[config.mk]
export PLATFORM = sky130hd
export DESIGN_NAME = clk_div_prog
export DESIGN_NICKNAME = d
export VERILOG_FILES = /design/src/rtl/clk_div_prog.sv
export SDC_FILE = /design/constraint.sdc
export NUM_CORES = 1
export LEC_CHECK = 0
export ABC_AREA = 1
export BUFFER_PORTS_ARGS = -buffer_cell sky130_fd_sc_hd__buf_2
export CAP_MARGIN = 20
export CORE_ASPECT_RATIO = 1.75
export CORE_MARGIN = 2
export CORE_UTILIZATION = 50
export DETAILED_ROUTE_END_ITERATION = 16
export HOLD_SLACK_MARGIN = 0.03
export PLACE_DENSITY_LB_ADDON = 0.25
export SETUP_SLACK_MARGIN = 0.3
export SLEW_MARGIN = 20
export SYNTH_ARGS = -nofsm -noshare
export SYNTH_HDL_FRONTEND = slang
export SYNTH_SLANG_ARGS = --single-unit
[constraint.sdc]
create_clock -name clk -period 5.3 [get_ports clk]
set_input_delay 0.795 -clock clk [delete_from_list [all_inputs] [get_ports clk]]
set_output_delay 0.795 -clock clk [all_outputs]
set_load 0.01 [all_outputs]
[src/rtl/clk_div_prog.sv]
// ---------------------------------------------------------------------------
// clk_div_prog
//   Run-time programmable clock divider built entirely in the clk domain.
//   A half-period counter toggles clk_out every (H+1) enabled cycles, giving
//   an output period of 2*(H+1) clk cycles with an exact 50% duty cycle.
//   A new H is held in a shadow register and is adopted only at the falling
//   toggle. Each period therefore runs on one value, so a change of H
//   cannot produce a runt pulse.
//
// Parameters
//   WIDTH        width of the half-period counter and divisor registers
//   RESET_HALF   half-period value in use after reset
//
// Ports
//   clk          system clock, rising edge
//   reset        asynchronous active-low reset
//   en           count enable; low freezes the divider phase
//   half_period  requested half-period H
//   load         one-cycle strobe capturing half_period
//   clk_out      divided output (registered)
//   tick         one-cycle strobe on the first high cycle of clk_out
//   pending      a captured value waits for the next period boundary
// ---------------------------------------------------------------------------
module clk_div_prog #(
  parameter int unsigned           WIDTH      = 18,
  parameter logic [WIDTH-1:0]      RESET_HALF = WIDTH'(131071)
) (
  input  logic             clk,
  input  logic             reset,
  input  logic             en,
  input  logic [WIDTH-1:0] half_period,
  input  logic             load,
  output logic             clk_out,
  output logic             tick,
  output logic             pending
);

  localparam logic [WIDTH-1:0] ONE = {{(WIDTH-1){1'b0}}, 1'b1};

  logic [WIDTH-1:0] cnt_q,      cnt_d;
  logic [WIDTH-1:0] act_half_q, act_half_d;
  logic [WIDTH-1:0] shadow_q,   shadow_d;
  logic             clk_out_q,  clk_out_d;
  logic             tick_q,     tick_d;
  logic             pending_q,  pending_d;

  logic toggle;
  logic boundary;

  // Toggle point: the counter has reached the active half-period while enabled.
  // The falling toggle (clk_out currently high) is the period boundary.
  assign toggle   = en && (cnt_q == act_half_q);
  assign boundary = toggle && clk_out_q;

  always_comb begin
    cnt_d      = cnt_q;
    clk_out_d  = clk_out_q;
    tick_d     = 1'b0;
    act_half_d = act_half_q;
    shadow_d   = shadow_q;
    pending_d  = pending_q;

    if (en) begin
      if (toggle) begin
        cnt_d     = '0;
        clk_out_d = ~clk_out_q;
        // tick marks the 0->1 transition only
        tick_d    = ~clk_out_q;
      end else begin
        cnt_d = cnt_q + ONE;
      end
    end

    // A load on the boundary cycle bypasses the shadow so the freshest value
    // governs the very next period. Any older shadow value is dropped.
    if (load && boundary) begin
      shadow_d   = half_period;
      act_half_d = half_period;
      pending_d  = 1'b0;
    end else if (load) begin
      shadow_d  = half_period;
      pending_d = 1'b1;
    end else if (boundary && pending_q) begin
      act_half_d = shadow_q;
      pending_d  = 1'b0;
    end
  end

  always_ff @(posedge clk or negedge reset) begin
    if (!reset) begin
      cnt_q      <= '0;
      clk_out_q  <= 1'b0;
      tick_q     <= 1'b0;
      pending_q  <= 1'b0;
      act_half_q <= RESET_HALF;
      shadow_q   <= RESET_HALF;
    end else begin
      cnt_q      <= cnt_d;
      clk_out_q  <= clk_out_d;
      tick_q     <= tick_d;
      pending_q  <= pending_d;
      act_half_q <= act_half_d;
      shadow_q   <= shadow_d;
    end
  end

  assign clk_out = clk_out_q;
  assign tick    = tick_q;
  assign pending = pending_q;

endmodule

==> impl_metrics.ini <==
[outcome]
status = completed

[clocking]
cts_tree = built
cts-root-buf = clkbuf_8
clkTransAtPathRegs_ns = 0.06
cts-resized-gates = 0
numCtsBuffers = 9
htreeDepth = 3
insertion_delay_ns = 0.35
clkSinkCount = 57
clk_path_buf_depth = 2
hold_buffers = 0
cts_setup_buffers = 0

[floorplan]
coreArea_um2 = 5880
die_w_um = 63.2
die-area_um2 = 6790
pin_count = 25
start_util_pct = 52.1
die-height_um = 108
rows = 37

[timing]
post-route-period-util_pct = 42.4
maxSlewViolCount = 0
setup_slack_ns = 3.05
final.setup.tns_ns = 0
rsz0062_at_grt = false
min_period_ns = 2.25
fmax_mhz = 445
slew_headroom_pct = 40.9
whs_ns = 0.467
hold_violations = 0
final.setup_skew_ns = 0.00585
setup_viol = 0
tightest_slew_ns = 0.885

[synthesis]
synth_nets = 442
yosys.area.top_type = dfstp_2
yosys_warnings = 0
synth_area_per_cell_um2 = 7.31
ys_types = 28
synth_seq_cells = 57
netlist_instances = 419
yosysSeqAreaShare_pct = 48.0
yosys-top-cells-area = dfstp_2 (29%), dfrtp_1 (19%), nand2_1 (18%), nor2_1 (6.6%), inv_1 (5.9%)
syn-cell-area_um2 = 3060
netlist.area_leader.share_pct = 29.2

[setup_path]
crit_top_cell = nand2_1
critPathKind = input port to flop
critPathMaxFanout = 36
crit_required_ns = 5.59
worstSetupStartpointType = input port
critPathTopFamily = simple AND/OR/NAND/NOR gates
worst_ep_arrival_time_ns = 2.54
reg2reg_slack_ns = 3.13
path_buf_inv = 2
critical-path-max-stage-delay_ns = 0.38
cp_slowest_cell = nand3_4
crit_chain = buf_2 -> inv_1 -> a21oi_1 -> nand2_1 -> nor2_1 -> nand3_1 -> nor2_4 -> nand3_4 -> nor2_1 -> nand2_1 -> nand2_1
crit_path_end_kind = flop

[run]
drv_cap = 0

[place]
dp_hpwl_um = 5000
dp_slack_ns = 2.68
port_buffers = 24
gp_congestion = 0.964
dpl_cell_area_um2 = 3230

[finish]
n_antenna_cell = 0
drive_gt1_share_pct = 20.8
layout_common_cells = nand2_1 (146), nor2_1 (54), inv_1 (48)
syn_to_final_growth_pct = 11.4
final_common_cell = nand2_1
fin_nets = 469
utilization_pct = 58.0
stdcell_area_um2 = 3410

[drt]
first_iter_violations = 223
wirelength_um = 6880
wl_per_cell_um = 13.0
drtAntennaViolNets = 0
drc_errors = 0
via_per_inst = 4.97
dr.pass1.iters = 4
vias = 2628

[grt]
track_usage_pct = 23.0
grt_pass1_wl_um = 11800
overflow = 0
grt_pass1_vias = 2554
grt_start_max_net_pins = 58
antenna_found_initial = 0

[power]
p_per_area_nw_per_um2 = 343
ir_drop_uv = 202
p_leak_uw = 0.00174

[worst_hold_path]
hold_path_class = flop to flop
[cell type report]
class	instances	area [µm²]
Clock buffer	11	151
Clock inverter	5	30.0
Fill cell	591	2470
Inverter	65	244
Multi-Input combinational cell	288	1290
Sequential cell	57	1470
Tap cell	78	97.6
Timing Repair Buffer	25	128
[power breakdown]
part | leakage (µW) | internal, µW | switching, µW
Sequential | 0.000620 | 494 | 69.7
Clock | 0.0000911 | 192 | 175
Combinational | 0.00103 | 88.3 | 150
[path summary, 6_finish.rpt]
check                               start  depth (start not counted)             end
min                        act_half_q[15]                          2  act_half_q[15]
max in group asynchronous           reset                          2        cnt_q[8]
max reg2reg                act_half_q[12]                         10  act_half_q[11]
max                                    en                         11  act_half_q[11]
min in group asynchronous           reset                          2            tick
min reg2reg                act_half_q[15]                          2  act_half_q[15]
[worst min-delay path, delay by kind of cell, from the launching register on]
kind	cells	cell delay (ns)
flip-flops	1	0.37
AND/OR/NAND/NOR	2	0.10
[cell families after synthesis]
kind of cell	count (synthesis)	synth area share, %
AOI/OAI and AO/OA	37	6.17
xor gates and xnor gates	12	3.43
adders and majority gates	1	0.408
buffers and inverters	74	9.84
DFF	57	48.0
and+or+nand+nor	238	32.2
[Yosys cell counts]
library cell and number:
inv_1 48, dfrtp_1 23, xor2_1 7, nor3_1 9, o21ai_1 4, buf_2 1
nand3_2 1, xnor2_1 5, a21oi_1 24, nand2_1 146, buf_4 2, or2_1 2
nand3_1 14, o22ai_1 1, a211oi_1 1, ha_1 1, inv_2 15, nand4_1 5
dfstp_2 34, nand3_4 1, nor2_1 54, clkbuf_1 4, o21ai_0 7, nor2_4 2
clkinv_1 2, nand3b_1 1, nor4_1 3, buf_6 2
[routing by layer]
layer  global-route usage, %  up-vias  wire length, µm
met5                       0        -                0
met4                    14.8        0              352
met3                    5.13       27              230
met2                    37.1       61             3490
met1                    27.4     1202             2810
li1                        -     1338                -
[registers in the layout, summed over array words and instances (netlist names)]
signal / cells
pending: 1
cnt_q: 18
act_half_q: 18
shadow_q: 18
clk_out: 1
tick: 1
[per-stage QoR]
step,total power [µW],cells
2_1_floorplan,733,419
3_3_place_gp,804,513
3_5_place_dp,807,513
4_1_cts,1180,529
5_1_grt,1250,529
6_report,1170,529
(Power assumes the default switching activity.)
